==> src/rtl/ctrl_seq.sv <==
// Multi-phase control sequencer for data_path: FETCH/DECODE/EXEC/(MEM)/WB with
// run/step/halt debug control and a retired-instruction counter.
module ctrl_seq #(
  parameter int unsigned CNT_W   = 32,
  parameter logic [5:0]  HALT_OP = 6'h3F
) (
  input  logic             clk,
  input  logic             rst,
  input  logic [31:0]      imData,
  input  logic             aluZero,
  input  logic             run,
  input  logic             step,
  output logic [5:0]       op,
  output logic [1:0]       d1,
  output logic             d2,
  output logic             d3,
  output logic             d4,
  output logic             regWr,
  output logic             regMem,
  output logic             we,
  output logic             busy,
  output logic             halted,
  output logic             err,
  output logic [CNT_W-1:0] instr_cnt
);

  localparam logic [5:0] OPC_R    = 6'h00;
  localparam logic [5:0] OPC_ADDI = 6'h08;
  localparam logic [5:0] OPC_LW   = 6'h23;
  localparam logic [5:0] OPC_SW   = 6'h2B;
  localparam logic [5:0] OPC_BEQ  = 6'h04;
  localparam logic [5:0] OPC_J    = 6'h02;
  localparam logic [5:0] ALU_ADD  = 6'h20;
  localparam logic [5:0] ALU_SUB  = 6'h22;

  typedef enum logic [2:0] {
    S_IDLE,
    S_FETCH,
    S_DECODE,
    S_EXEC,
    S_MEM,
    S_WB,
    S_HALTED
  } state_t;

  typedef struct packed {
    logic [5:0] op;
    logic       d2;
    logic       d3;
    logic       d4;
    logic       mem;
    logic       store;
    logic       wr;
    logic       beq;
    logic       jmp;
    logic       legal;
    logic       halt;
  } dec_t;

  state_t     state;
  logic [5:0] ir_op;
  logic [5:0] ir_fn;
  logic [5:0] dec_op;
  logic [5:0] dec_fn;
  dec_t       dec;

  logic unused_imdata;
  assign unused_imdata = ^imData[25:6];

  function automatic dec_t decode(input logic [5:0] opc, input logic [5:0] fn);
    dec_t d;
    d = '0;
    if (opc == HALT_OP) begin
      d.halt = 1'b1;
    end else begin
      case (opc)
        OPC_R:    begin d.op = fn;      d.d3 = 1'b1; d.wr = 1'b1; d.legal = 1'b1; end
        OPC_ADDI: begin d.op = ALU_ADD; d.d2 = 1'b1; d.wr = 1'b1; d.legal = 1'b1; end
        OPC_LW:   begin
          d.op = ALU_ADD; d.d2 = 1'b1; d.d4 = 1'b1;
          d.mem = 1'b1;   d.wr = 1'b1; d.legal = 1'b1;
        end
        OPC_SW:   begin d.op = ALU_ADD; d.mem = 1'b1; d.store = 1'b1; d.legal = 1'b1; end
        OPC_BEQ:  begin d.op = ALU_SUB; d.d3 = 1'b1; d.beq = 1'b1; d.legal = 1'b1; end
        OPC_J:    begin d.jmp = 1'b1; d.legal = 1'b1; end
        default:  d = '0;
      endcase
    end
    return d;
  endfunction

  // In FETCH the IR is being loaded this edge, so decode straight from imData
  // to have the registered outputs valid on entry to DECODE.
  always_comb begin
    dec_op = ir_op;
    dec_fn = ir_fn;
    if (state == S_FETCH) begin
      dec_op = imData[31:26];
      dec_fn = imData[5:0];
    end
    dec = decode(dec_op, dec_fn);
  end

  always_ff @(posedge clk or posedge rst) begin
    if (rst) begin
      state     <= S_IDLE;
      ir_op     <= '0;
      ir_fn     <= '0;
      op        <= '0;
      d1        <= '0;
      d2        <= 1'b0;
      d3        <= 1'b0;
      d4        <= 1'b0;
      regWr     <= 1'b0;
      regMem    <= 1'b0;
      we        <= 1'b0;
      busy      <= 1'b0;
      halted    <= 1'b0;
      err       <= 1'b0;
      instr_cnt <= '0;
    end else begin
      regWr  <= 1'b0;
      regMem <= 1'b0;
      we     <= 1'b0;
      d1     <= '0;
      case (state)
        S_IDLE: begin
          if (run || step) begin
            state <= S_FETCH;
            busy  <= 1'b1;
          end
        end
        S_FETCH: begin
          ir_op <= imData[31:26];
          ir_fn <= imData[5:0];
          op    <= dec.op;
          d2    <= dec.d2;
          d3    <= dec.d3;
          d4    <= dec.d4;
          state <= S_DECODE;
        end
        S_DECODE: begin
          if (dec.legal) begin
            state <= S_EXEC;
          end else begin
            state  <= S_HALTED;
            busy   <= 1'b0;
            halted <= 1'b1;
            err    <= ~dec.halt;
            op     <= '0;
            d2     <= 1'b0;
            d3     <= 1'b0;
            d4     <= 1'b0;
          end
        end
        S_EXEC: begin
          if (dec.mem) begin
            state  <= S_MEM;
            regMem <= dec.store;
          end else begin
            // Branch outcome is taken from aluZero at this edge and held through WB.
            state <= S_WB;
            we    <= 1'b1;
            regWr <= dec.wr;
            if (dec.jmp)
              d1 <= 2'b11;
            else if (dec.beq && aluZero)
              d1 <= 2'b01;
          end
        end
        S_MEM: begin
          state <= S_WB;
          we    <= 1'b1;
          regWr <= dec.wr;
        end
        S_WB: begin
          instr_cnt <= instr_cnt + CNT_W'(1);
          op        <= '0;
          d2        <= 1'b0;
          d3        <= 1'b0;
          d4        <= 1'b0;
          if (run) begin
            state <= S_FETCH;
          end else begin
            state <= S_IDLE;
            busy  <= 1'b0;
          end
        end
        S_HALTED: state <= S_HALTED;
        default: begin
          state <= S_IDLE;
          busy  <= 1'b0;
        end
      endcase
    end
  end

endmodule
==> config.mk <==
export PLATFORM = sky130hd
export DESIGN_NAME = ctrl_seq
export DESIGN_NICKNAME = d
export VERILOG_FILES = /design/src/rtl/ctrl_seq.sv
export SDC_FILE = /design/constraint.sdc
export NUM_CORES = 1
export LEC_CHECK = 0
export ABC_AREA = 1
export CELL_PAD_IN_SITES_DETAIL_PLACEMENT = 0
export CELL_PAD_IN_SITES_GLOBAL_PLACEMENT = 2
export CORE_ASPECT_RATIO = 0.75
export CORE_MARGIN = 2
export CORE_UTILIZATION = 25
export DETAILED_ROUTE_END_ITERATION = 8
export GPL_TIMING_DRIVEN = 0
export PLACE_DENSITY_LB_ADDON = 0.1
export SETUP_SLACK_MARGIN = 0.5
export SYNTH_ARGS = -nofsm -noshare
export SYNTH_HDL_FRONTEND = slang
export SYNTH_SLANG_ARGS = --single-unit
==> constraint.sdc <==
create_clock -name clk -period 6.1 [get_ports clk]
set_input_delay 1.22 -clock clk [delete_from_list [all_inputs] [get_ports clk]]
set_output_delay 1.22 -clock clk [all_outputs]
set_load 0.01 [all_outputs]
==> impl_metrics.py <==
metrics = {
    "yosys": {
        "syn_inst": 384,
        "async_flop_share": 1.00,
        "synthFlopType": "dfrtp_1",
        "ys_seq_area_frac": 0.503,
        "syn_area_per_cell_um2": 8.29,
        "synth_nets": 422,
        "ys_seq_elements": 64,
        "synth.distinct_cells": 31,
        "syn_area_mm2": 0.00318,
        "synth_edf_count": 0,
        "ys_warn_count": 0,
    },
    "floorplan": {
        "start_util": 0.258,
        "die_area_mm2": 0.0137,
        "die_height_um": 102,
        "die_x_um": 134,
        "fp-row-count": 35,
        "io_pins": 86,
        "coreArea_mm2": 0.0123,
    },
    "sta": {
        "final-max-slew-violation-count": 0,
        "max_freq_mhz": 369,
        "slew_headroom": 0.446,
        "fin_hold_ws_ns": 0.461,
        "clock_skew_ns": 0.00646,
        "period_share": 0.444,
        "finalWorstSetupSlack_ns": 3.39,
        "fin_crit_ns": 2.71,
        "finalSetupViolations": 0,
        "hold_viol": 0,
        "tightest_slew_ns": 0.830,
        "setup_tns_ns": 0,
        "rsz0062_at_grt": "false",
    },
    "critical_path": {
        "crit_path_end": "regWr$_DFF_PP0_",
        "crit_type": "primary input to flop",
        "cp.arrival_ns": 2.93,
        "end_kind": "flop",
        "crit_path_start": "imData[30]",
        "crit_fanout": 5,
        "crit-reg2reg-launch": "state[2]$_DFFE_PP0N_",
        "timing.rr.end": "regWr$_DFF_PP0_",
        "start_kind": "primary input",
        "reg2reg_slack_ns": 3.79,
        "cp_data_required_time_ns": 6.33,
        "reg2reg_depth": 12,
    },
    "cts": {
        "htreeDepth": 3,
        "clk_pin_slew_ns": 0.06,
        "cts_buffer_depth": 2,
        "clk_root_buffer_cell": "clkbuf_16",
        "clock_latency_ns": 0.33,
        "ctsResizeCount": 0,
        "cts_tree": "done",
        "clock-sinks": 64,
        "postCtsSetupRepairBufs": 0,
        "numCtsBuffers": 9,
        "cts_hold_buf": 0,
    },
    "pwr": {
        "power.density_mw_per_mm2": 410,
        "max-vdd-ir-drop_v": 0.000152,
        "leakage_nw": 2.09,
    },
    "global_route": {
        "grt_usage": 0.142,
        "grt_max_degree": 65,
        "antenna_found_initial": 0,
        "grt_pass1_wl_um": 14600,
        "grt_pass1_vias": 2664,
        "gr-total-overflow": 0,
    },
    "placed_design": {
        "place_inst": 615,
        "dp_hpwl_um": 6570,
        "gp_congestion": 0.773,
        "dpl_worst_slack_ns": 3.06,
        "io_buffers": 65,
    },
    "layout": {
        "fin_cells": 630,
        "drive_above_1_share": 0.0970,
        "fin_nets": 498,
        "insertedDiodeCount": 0,
        "area_delta_synth_final_pct": 37.7,
    },
    "route": {
        "wl_um": 8840,
        "via_count": 2643,
        "via_per_inst": 4.20,
        "drtAntennaViolNets": 0,
        "drt_first_pass_iters": 4,
        "drt_iter0_markers": 142,
        "drc_errors": 0,
        "routedWlPerCell_um": 14.0,
    },
    "min_path": {
        "hp-class": "flop to flop",
    },
    "job": {
        "maxCapViolCount": 0,
    },
    "run_status": {
        "run_status": "finished, final reports clean",
    },
}
## layer usage
layer / GRT usage / up-vias / part of all wire / routed length, um
met4: 0.0437 / 0 / 0.0048 / 42
li1: - / 1368 / - / -
met1: 0.223 / 1221 / 0.57 / 5050
met5: 0 / - / 0 / 0
met3: 0.0440 / 4 / 0.040 / 357
met2: 0.179 / 50 / 0.38 / 3390
## Yosys cell counts (4+ instances only)
| cell | instances | area (um^2) |
|---|---|---|
| nand3_1 | 27 | 135 |
| nor3_1 | 15 | 75.1 |
| inv_1 | 40 | 150 |
| a21oi_1 | 4 | 20.0 |
| nor2_1 | 39 | 146 |
| o21ai_0 | 5 | 25.0 |
| nand4_1 | 9 | 56.3 |
| xnor2_1 | 10 | 87.6 |
| dfrtp_1 | 64 | 1600 |
| nand2_2 | 8 | 50.1 |
| nand2_1 | 114 | 428 |
| nor2_4 | 6 | 67.6 |
| xor2_1 | 17 | 149 |
## worst max-delay path, stage by stage
cell	delay, ns
clkdlybuf4s50_1	0.43
nand4_1	0.12
nand2_1	0.09
nor2_1	0.25
nand2_1	0.11
nor3_2	0.35
nor2_1	0.11
nor3_1	0.24
## through the flow
step	power, mW	area, um^2	utilization
floorplan	0.988	3180	-
global placement	1.23	4040	0.327
global route	1.94	4390	0.355
CTS	1.83	4390	0.355
detailed placement	1.22	4050	0.328
finish	1.80	4390	0.355
## cell families after synthesis
family / after synthesis / share of synthesized area
compound gates: 12 / 0.0216
xor+xnor: 27 / 0.0743
fa+ha+maj: 1 / 0.00393
buf+inv: 49 / 0.0648
flops: 64 / 0.503
simple gates: 231 / 0.332
## layout make-up
type	count	area, um^2
Clock inverter	2	60.1
Sequential cell	64	1600
Timing Repair Buffer	65	651
Buffer	5	38.8
Tap cell	166	208
Inverter	44	170
Multi-Input combinational cell	271	1380
Clock buffer	13	280
Fill cell	1294	7960
## power by group
group | internal, mW | total (mW) | switching, mW
combinational | 0.229 | 0.635 | 0.406
sequential | 0.516 | 0.575 | 0.0597
clock | 0.400 | 0.589 | 0.189
total | 1.14 | 1.80 | 0.655
## registers in the layout (all words and copies together), names as in the netlist
register / count
regWr: 1
d3: 1
ir_op: 6
halted: 1
regMem: 1
err: 1
busy: 1
instr_cnt: 32
op: 6
we: 1
d2: 1
d1: 2
ir_fn: 6
state: 3
d4: 1
## layout by cell type (no fill, tap or decap), types with 3 or more instances in the layout
master / instances
clkbuf_8: 4
inv_2: 3
nand2_1: 114
a21oi_1: 4
inv_1: 39
o21ai_0: 5
xnor2_1: 10
nand3_1: 27
nand2_2: 8
nor2_4: 6
nor2_1: 39
nand4_1: 9
clkbuf_16: 9
clkdlybuf4s50_1: 65
dfrtp_1: 64
xor2_1: 17
nor3_1: 15
## worst min path at each step
| stage | cells after the start | end | slack, ns | start |
|---|---|---|---|---|
| detailed placement | 2 | halted$_DFFE_PP0P_ | 0.46 | halted$_DFFE_PP0P_ |
| finish | 2 | halted$_DFFE_PP0P_ | 0.46 | halted$_DFFE_PP0P_ |
| CTS | 2 | halted$_DFFE_PP0P_ | 0.47 | halted$_DFFE_PP0P_ |
| floorplan | 2 | ir_fn[0]$_DFF_PP0_ | 0.44 | ir_fn[0]$_DFF_PP0_ |
| global placement | 2 | halted$_DFFE_PP0P_ | 0.45 | halted$_DFFE_PP0P_ |
| global route | 2 | ir_fn[4]$_DFF_PP0_ | 0.50 | ir_fn[4]$_DFF_PP0_ |
(Power assumes the default switching activity.)
